===== src/rtl/data_mem_bridge.sv =====
// data_mem_bridge
//   Bridges the core's MEM-stage data port onto a ready/valid, variable
//   latency data bus. One load/store is latched from the core, issued on the
//   bus, and its response is presented back with mem_valid so the hazard unit
//   can release stall_mem. A watchdog aborts accesses that hang in REQ/WAIT.
//
// Ports
//   clk, rst        : rising-edge clock, asynchronous active-high reset
//   core_req        : valid load/store present in MEM stage
//   core_ack        : MEM stage advancing this cycle (~stall_mem)
//   core_we         : 1 = store, 0 = load
//   core_adr        : byte address
//   core_wdata      : lane-aligned store data
//   core_wmask      : byte-lane write mask
//   core_rdata      : last captured load word (0 after a timeout)
//   mem_valid       : data port ready / access complete
//   bus_req_valid   : request valid            bus_req_ready : request accepted
//   bus_we          : request is a write       bus_adr       : word-aligned address
//   bus_wdata       : write data               bus_wstrb     : byte strobes
//   bus_rsp_valid   : response valid           bus_rsp_data  : read data
//   bus_rsp_err     : response error
//   bus_error       : sticky error flag (bus error or watchdog timeout)
module data_mem_bridge #(
  parameter int unsigned TIMEOUT = 255,
  parameter int unsigned CNT_W   = 16
) (
  input  logic        clk,
  input  logic        rst,
  input  logic        core_req,
  input  logic        core_ack,
  input  logic        core_we,
  input  logic [31:0] core_adr,
  input  logic [31:0] core_wdata,
  input  logic [3:0]  core_wmask,
  output logic [31:0] core_rdata,
  output logic        mem_valid,
  output logic        bus_req_valid,
  input  logic        bus_req_ready,
  output logic        bus_we,
  output logic [31:0] bus_adr,
  output logic [31:0] bus_wdata,
  output logic [3:0]  bus_wstrb,
  input  logic        bus_rsp_valid,
  input  logic [31:0] bus_rsp_data,
  input  logic        bus_rsp_err,
  output logic        bus_error
);

  localparam logic [CNT_W-1:0] TIMEOUT_C = CNT_W'(TIMEOUT);

  typedef enum logic [1:0] {
    S_IDLE = 2'd0,
    S_REQ  = 2'd1,
    S_WAIT = 2'd2,
    S_DONE = 2'd3
  } state_t;

  state_t           r_state;
  state_t           w_state_next;
  logic [CNT_W-1:0] r_wd;
  logic [CNT_W-1:0] w_wd_inc;
  logic             r_we;
  logic [31:2]      r_adr;
  logic [31:0]      r_wdata;
  logic [3:0]       r_wmask;
  logic [31:0]      r_rdata;
  logic             r_err;

  logic w_active;
  logic w_accept;
  logic w_capture;
  logic w_timeout;
  logic w_unused_adr_lsb;

  // Byte offset is dropped: the bus is word addressed.
  assign w_unused_adr_lsb = ^core_adr[1:0];

  assign w_active = (r_state == S_REQ) || (r_state == S_WAIT);
  assign w_accept = (r_state == S_REQ) && bus_req_ready;
  // A response is only meaningful once the request has been (or is being) accepted.
  assign w_capture = bus_rsp_valid && ((r_state == S_WAIT) || w_accept);
  // w_wd_inc is the number of REQ+WAIT cycles including the current one, so
  // the abort happens in the TIMEOUT-th cycle; a same-cycle response wins.
  assign w_wd_inc  = r_wd + CNT_W'(1);
  assign w_timeout = w_active && (w_wd_inc == TIMEOUT_C) && !w_capture;

  always_comb begin
    w_state_next  = r_state;
    mem_valid     = 1'b0;
    bus_req_valid = 1'b0;
    case (r_state)
      S_IDLE: begin
        mem_valid = ~core_req;
        if (core_req) w_state_next = S_REQ;
      end
      S_REQ: begin
        bus_req_valid = 1'b1;
        if (w_capture || w_timeout) w_state_next = S_DONE;
        else if (w_accept)          w_state_next = S_WAIT;
      end
      S_WAIT: begin
        if (w_capture || w_timeout) w_state_next = S_DONE;
      end
      S_DONE: begin
        mem_valid = 1'b1;
        if (core_ack) w_state_next = S_IDLE;
      end
      default: w_state_next = S_IDLE;
    endcase
  end

  always_ff @(posedge clk or posedge rst) begin
    if (rst) begin
      r_state <= S_IDLE;
      r_wd    <= '0;
      r_we    <= 1'b0;
      r_adr   <= '0;
      r_wdata <= '0;
      r_wmask <= '0;
      r_rdata <= '0;
      r_err   <= 1'b0;
    end else begin
      r_state <= w_state_next;

      if ((r_state == S_IDLE) && core_req) begin
        r_wd    <= '0;
        r_we    <= core_we;
        r_adr   <= core_adr[31:2];
        r_wdata <= core_wdata;
        r_wmask <= core_wmask;
      end else if (w_active) begin
        r_wd <= w_wd_inc;
      end

      if (w_capture && !r_we) r_rdata <= bus_rsp_data;
      else if (w_timeout)     r_rdata <= '0;

      if ((w_capture && bus_rsp_err) || w_timeout) r_err <= 1'b1;
    end
  end

  assign bus_we     = r_we;
  assign bus_adr    = {r_adr, 2'b00};
  assign bus_wdata  = r_wdata;
  assign bus_wstrb  = r_wmask;
  assign core_rdata = r_rdata;
  assign bus_error  = r_err;

endmodule


===== config.mk =====
export PLATFORM = sky130hd
export DESIGN_NAME = data_mem_bridge
export DESIGN_NICKNAME = d
export VERILOG_FILES = /design/src/rtl/data_mem_bridge.sv
export SDC_FILE = /design/constraint.sdc
export NUM_CORES = 1
export LEC_CHECK = 0
export ABC_CLOCK_PERIOD_IN_PS = 4110
export BUFFER_PORTS_ARGS = -buffer_cell sky130_fd_sc_hd__buf_2
export CORE_UTILIZATION = 47
export CTS_BUF_LIST = sky130_fd_sc_hd__clkbuf_4 sky130_fd_sc_hd__clkbuf_8
export CTS_CLUSTER_DIAMETER = 30
export DETAILED_ROUTE_END_ITERATION = 16
export PLACE_DENSITY = 0.84
export SLEW_MARGIN = 40
export SYNTH_ARGS = -nofsm -noshare
export SYNTH_HDL_FRONTEND = slang
export SYNTH_SLANG_ARGS = --single-unit

===== constraint.sdc =====
create_clock -name clk -period 4.11 [get_ports clk]
set_clock_uncertainty 0.1 [all_clocks]
set_input_delay 0.411 -clock clk [delete_from_list [all_inputs] [get_ports clk]]
set_output_delay 0.411 -clock clk [all_outputs]
set_load 0.005 [all_outputs]

==> impl_results.md, run 1 <==
* Critical Path Sink Type: register
* Global-route wire length before repair at around 18000 um
* Post-route DRC at 0
* Synthesized area at approximately 5000 sq um
* Root buffer cell: clkbuf_8
* CTS Sinks at ~120
* Initial antenna violation count at 0
* Port bufs at slightly above 200
* Ant diodes at 0
* Reg2Reg Setup Slack at 1.24 ns
* Setup crit start kind: register
* Grt total ovfl at 0
* Period utilization at between 60% and 70%
* Post-route design area at 6541 sq um
* Die Area at approximately 11000 sq um
* Setup CP Type: reg2reg
* Crit-path max FO at 32
* Fin. max-slew vios at 0
* Number of enable flip-flop cells after synthesis at 0
* Failing checks: negative hold slack
* Max Cap Violations at 0
* Max H-tree Level at 4
* Clk pin slew, worst setup/hold paths at approximately 0.080 ns
* Post-CTS Setup Bufs at 0
* Clock latency on the worst-skew pair at 0.42 ns
* Worst hold path type: in2async
* Post-Route WL at between 10000 and 15000 um
* Layout cells sized above 1 at 53.17%
* Syn avg cell area at 13.17 sq um
* Synth async-reset ratio at between 90% and 100%
* Placed cell areas at 6147 sq um
* Iteration-0 DRC Markers at roughly 210
* Post-CTS Hold Buffers at 0
* Cell Pwr Density at 723.8 nW/um^2
* RD Place Congestion at 0.8280
* Tightest hold margin at -0.02805 ns
* Pre-Repair DR Iteration Count at 4
* Row count at 37
* Hold Vio Cnt, Final at between 60 and 70
* Clock Path Buffers at 2
* Max-slew headroom at between 60% and 70%
* Setup Total Neg Slack at 0 ns
* Final ANT Viol Nets at 0
* Vias at 3806
* CP required at approximately 4.3 ns
* Fin util at between 60% and 70%
* Die Wd at about 110 um
* CTS resizes at 0
* Max Clk Rate at roughly 350 MHz
* Synth Register Bits at approximately 120
* Vias in the first global route at between 3000 and 4000
* Final setup violation count at 0
* Ports at around 210
* Final min period at between 2 and 3 ns
* Post-synth cell types at between 40 and 50
* Sequential area share after synthesis at roughly 60%
* Final #Nets at about 700
* Worst-margin pin slew at 0.5626 ns
* Yosys warns at 0
* Status: finished, violations left
* RSZ-0062 raised after global routing: no
* # placed instances at slightly above 700
* Routed len/inst at between 15 and 20 um
* Cells after Synth at about 380
* Via-to-Cell Ratio at between 5 and 6
* PnR worst setup slack at about 1.2 ns
* Final cell count without fillers at about 740
* All-Layer GR Usage at between 20% and 30%
* Leakage at 3.246 nW
* Chip height at 105.3 um
* FF-to-FF End: core_rdata[26]
* FF-to-FF path depth at 6
* Area of the core at between 10000 and 15000 sq um
* Area Overhead vs Synth at 30.37%
* CTS tree: built
* Most used flip-flop cell after synthesis: dfrtp_1
* Reg-to-Reg Start: r_wd[3]
* Critical path arrival at between 3 and 4 ns
* CTS Buf Count at 17
* Initial Utilization at roughly 50%
* Pre-CTS setup slack at approximately 1.2 ns
* DP HPWL at 8007 um
* Max VDD drop at about 0.00046 V
* Largest net degree at the start of global routing at 87
* Fill count at just over 800
registers in the layout, indices dropped and copies added (netlist names):
register	cells
bus_wstrb	4
r_state	2
r_wd	16
core_rdata	32
bus_wdata	32
bus_we	1
bus_error	1
r_adr	30
worst max-delay path, cell delays in order, from the launching register on:
cell and delay (ns):
dfrtp_1 0.50, nand4_4 0.20, nor4_1 0.40, xor2_1 0.12, or4_4 0.54, o41a_4 0.62, a22o_1 0.26
cell usage in the layout (no fill, tap or decap), types with 2 or more instances in the layout:
master	netlist	routed
and3_1	3	3
xor2_1	10	10
a21oi_1	9	9
buf_4	2	3
or3_1	7	7
o21ai_0	4	4
nand2_1	10	10
nor4_1	3	3
or2_2	2	2
clkbuf_8	0	17
a22o_1	32	32
nand3_1	11	11
clkinv_2	0	2
nor2_1	20	20
inv_1	10	9
nor3b_1	2	2
o31ai_1	2	2
and4_1	2	2
clkinvlp_4	0	6
bufinv_16	0	2
mux2_2	68	68
xnor2_1	7	7
nor3_1	4	3
nand4_1	6	6
ha_1	7	7
mux2i_1	2	2
inv_6	0	3
buf_2	3	207
dfrtp_1	118	118
conb_1	1	2
area by class of cell:
class                   count  area [sq um]  area share [%]
flip-flops and latches    118          2953           45.14
repair buffers            211          1079           16.49
clock inverters            14         150.1           2.295
clock buffers              18         241.5           3.692
inverters                  10         45.04          0.6886
well taps                 136         170.2           2.601
multi-input cells         229          1903           29.09
worst max-delay path by stage:
| stage | from | cells past startpoint | to |
|---|---|---|---|
| CTS | r_wd[3] | 6 | core_rdata[26] |
| global placement | r_wd[0] | 7 | core_rdata[15] |
| finish | r_wd[3] | 6 | core_rdata[26] |
| global route | r_wd[2] | 6 | core_rdata[26] |
| floorplan | rst | 1 | bus_error |
| detailed placement | r_wd[3] | 6 | core_rdata[26] |
kinds of logic (layout without fill, tap and decap cells):
group / after synthesis / in the layout / synth area share [%]
fa+ha+maj: 7 / 7 / 1.746
other cells: 1 / 2 / 0.07474
mux: 70 / 70 / 15.66
buf+inv: 35 / 253 / 3.441
flops: 118 / 118 / 58.85
simple gates: 78 / 78 / 8.579
compound gates: 55 / 55 / 8.678
xor+xnor: 17 / 17 / 2.968
report_power, final:
part / leakage, nW / switching (mW) / internal, mW
clock: 0.182 / 0.487 / 0.548
sequential: 1.44 / 0.308 / 1.68
combinational: 1.62 / 0.757 / 0.957
total: 3.25 / 1.55 / 3.18
synthesized netlist by cell type, drive strengths merged, types with 2 or more instances:
cell / count / area, sq um
and3: 3 / 18.77
o21ai: 5 / 25.02
and2: 2 / 12.51
mux2i: 2 / 20.02
o31ai: 2 / 15.01
nand3: 11 / 55.05
a22o: 32 / 280.3
inv: 10 / 37.54
nor4: 3 / 18.77
dfrtp: 118 / 2953
nor3b: 2 / 15.01
nand4: 7 / 58.81
ha: 7 / 87.58
or2: 2 / 12.51
and4: 2 / 17.52
mux2: 68 / 765.7
nor2: 20 / 75.07
nor3: 4 / 20.02
xnor2: 7 / 61.31
or3: 7 / 43.79
buf: 11 / 82.57
nand2: 10 / 37.54
a21oi: 9 / 45.04
xor2: 10 / 87.58
clkbuf: 14 / 52.55
per-layer routing:
metal  vias to the layer above  wire length, um  global-route usage [%]
li1                       1783                -                       -
met1                      1862             4565                   24.82
met2                       146             5966                   36.94
met3                        15              701                   6.555
met4                         0              158                   6.740
met5                         -                0                       0
per-stage QoR:
stage / power, mW / hold slack (ns)
floorplan: 2.961 / 0.3610
global placement: 3.601 / 0.3420
detailed placement: 3.722 / 0.3511
CTS: 4.778 / 0.05191
global route: 5.029 / 0.009879
finish: 4.735 / -0.02805
No activity file was read; power rests on OpenSTA's default activity.
==> run 2, diff against run 1 <==
--- a/config.mk
+++ b/config.mk
@@ -5,7 +5,7 @@
 export SDC_FILE = /design/constraint.sdc
 export NUM_CORES = 1
 export LEC_CHECK = 0
-export ABC_CLOCK_PERIOD_IN_PS = 4110
+export ABC_CLOCK_PERIOD_IN_PS = 2950
 export BUFFER_PORTS_ARGS = -buffer_cell sky130_fd_sc_hd__buf_2
 export CORE_UTILIZATION = 47
 export CTS_BUF_LIST = sky130_fd_sc_hd__clkbuf_4 sky130_fd_sc_hd__clkbuf_8
==> constraint.sdc (replaced) <==
create_clock -name clk -period 2.95 [get_ports clk]
set_clock_uncertainty 0.1 [all_clocks]
set_input_delay 0.295 -clock clk [delete_from_list [all_inputs] [get_ports clk]]
set_output_delay 0.295 -clock clk [all_outputs]
set_load 0.005 [all_outputs]
==> impl_results.md, run 2 (same netlist as run 1, synthesis figures left out) <==
* Status: finished, final reports clean
* Die Wd at 105.3 um (unchanged)
* Pre-CTS setup slack at 0.1019 ns (-1.147 ns)
* Port bufs at 207 (unchanged)
* Crit path buffers/inverters at 0 (unchanged)
* CTS Buf Count at 17 (unchanged)
* Max-slew headroom at 66.06% (+3.6 points)
* HP Start: core_wmask[1]
* CP required at 3.16 ns (-1.15 ns)
* Crit path largest cell delay at 0.62 ns (about the same)
* Fill count at 633 (-22%)
* Leakage at 3.729 nW (+15%)
* Tightest hold margin at 0.02415 ns (+0.05220 ns)
* Crit-path max FO at 32 (unchanged)
* CP cell instances: ha_1 -> nand3_1 -> o21ai_1 -> nand4_1 -> or4_4 -> o41a_4 -> a22o_1
* Root buffer cell: clkbuf_8
* All-Layer GR Usage at 26.85% (+5.7 points)
* Area of the core at 10320 sq um (unchanged)
* Vias at 4348 (+14%)
* Grt total ovfl at 0 (unchanged)
* Row count at 37 (unchanged)
* PnR worst setup slack at 0.1333 ns (-1.106 ns)
* Via-to-Cell Ratio at 5.182 (+0.22%)
* Top Family by Delay on Critical Path: compound AO/OA/AOI/OAI gates
* Routed len/inst at 16.87 um (+9.0%)
* Die Area at 11090 sq um (unchanged)
* Max Cap Violations at 0 (unchanged)
* Worst-margin pin slew at 0.5091 ns (-0.05344 ns)
* # placed instances at 707 (+0.43%)
* Fin. max-slew vios at 0 (unchanged)
* Commonest non-fill, non-tap cells in the layout: buf_2, dfrtp_1, dlygate4sd3_1, mux2_2, a22o_1
* RSZ-0062 raised after global routing: no
* Design Power at 7.003 mW (+48%)
* Ports at 212 (unchanged)
* Commonest non-fill, non-tap cell in the layout: buf_2
* Area Overhead vs Synth at 52.34%
* Critical path arrival at 3.02 ns (-0.05 ns)
* Final cell count without fillers at 839 (+14%)
* Final min period at 2.817 ns (-0.05426 ns)
* Multi-input gate area at 1903 sq um (unchanged)
* Max H-tree Level at 4 (unchanged)
* Crit path from: r_wd[1]
* Pre-Repair DR Iteration Count at 4 (unchanged)
* RD Place Congestion at 0.8623 (+4.1%)
* Initial Utilization at 48.60% (unchanged)
* Post-route DRC at 0 (unchanged)
* Worst hold path type: in2reg
* Final setup violation count at 0 (unchanged)
* Initial antenna violation count at 1 (+1)
* Post-Route WL at 14160 um (+24%)
* Clock latency on the worst-skew pair at 0.42 ns (about the same)
* Setup crit start kind: register
* Global-route wire length before repair at 22860 um (+24%)
* Max VDD drop at 0.0005872 V (+28%)
* Iteration-0 DRC Markers at 207 (-0.48%)
* Largest net degree at the start of global routing at 50 (-43%)
* Reg-to-Reg Start: r_wd[1]
* Critical Path Sink Type: register
* Period utilization at 95.48% (+26 points)
* CTS Sinks at 118 (unchanged)
* Max Clk Rate at 355.0 MHz (+1.9%)
* Chip height at 105.3 um (unchanged)
* CTS tree: built
* DP HPWL at 8221 um (+2.7%)
* Setup CP Type: reg2reg
* Post-CTS Setup Bufs at 0 (unchanged)
* Vias in the first global route at 4702 (+22%)
* Hold Vio Cnt, Final at 0 (-100%)
* Clk pin slew, worst setup/hold paths at 0.07 ns (about the same)
* Setup Total Neg Slack at 0 ns (unchanged)
* Final ANT Viol Nets at 0 (unchanged)
* Layout cells sized above 1 at 46.15% (-7.0 points)
* Reg area at 2955 sq um (about the same)
* Cell Pwr Density at 916.1 nW/um^2 (+27%)
* Crit-path slowest cell: o41a_4
* Clock Path Buffers at 2 (unchanged)
* Final #Nets at 805 (+15%)
-- run 2: cell count changes in the layout (fill, tap and decap cells not counted), sizes merged --
cell | previous run | this run
diode | 0 | 1
clkinv | 3 | 4
clkinvlp | 6 | 1
dlygate4sd3 | 0 | 99
buf | 211 | 215
bufinv | 2 | 4
clkbuf | 18 | 23
inv | 13 | 9
-- run 2: timing repair --
item / CTS / global route
endpoints found under the setup margin: 0 / 29
hold endpoints to repair: 133 / 1
resized for setup: 0 / 2
hold buffers: 98 / 1
-- run 2: layout make-up --
class                           instances  area share, %
Sequential cell                       118          38.66
Antenna cell                            1        0.03274
Clock inverter                          8          1.932
Clock buffer                           23          3.814
Timing Repair Buffer                  314          27.89
Multi-Input combinational cell        229          24.90
Tap cell                              136          2.226
Inverter                               10         0.5402
-- run 2: through the flow --
step / area (sq um) / utilization [%]
final: 7644 / 74.04
after global routing: 7644 / 74.04
after CTS: 7601 / 73.63
after detailed placement: 6181 / 59.87
after global placement: 6181 / 59.87
after floorplan: 5025 / -
-- run 2: final timing paths --
kind                       depth (start not counted)        endpoint  slack, ns
setup / recovery                                   7   core_rdata[0]       0.13
hold / removal                                     2    bus_wstrb[1]       0.02
setup reg to reg                                   7   core_rdata[0]       0.13
hold reg to reg                                    1       bus_error       0.37
max in group asynchronous                          5  core_rdata[20]       1.64
min in group asynchronous                          3   bus_wdata[28]       0.35
-- run 2: per-layer routing --
metal	wire length, um	track usage [%]
met3	841	7.545
met5	0	0
met4	474	13.58
met1	5261	29.49
met2	7578	47.37
-- run 2: power by group --
part           total [mW]  switching, mW  internal (mW)
clock network        1.62          0.625           1.00
logic                2.59           1.15           1.44
registers            2.79          0.451           2.34
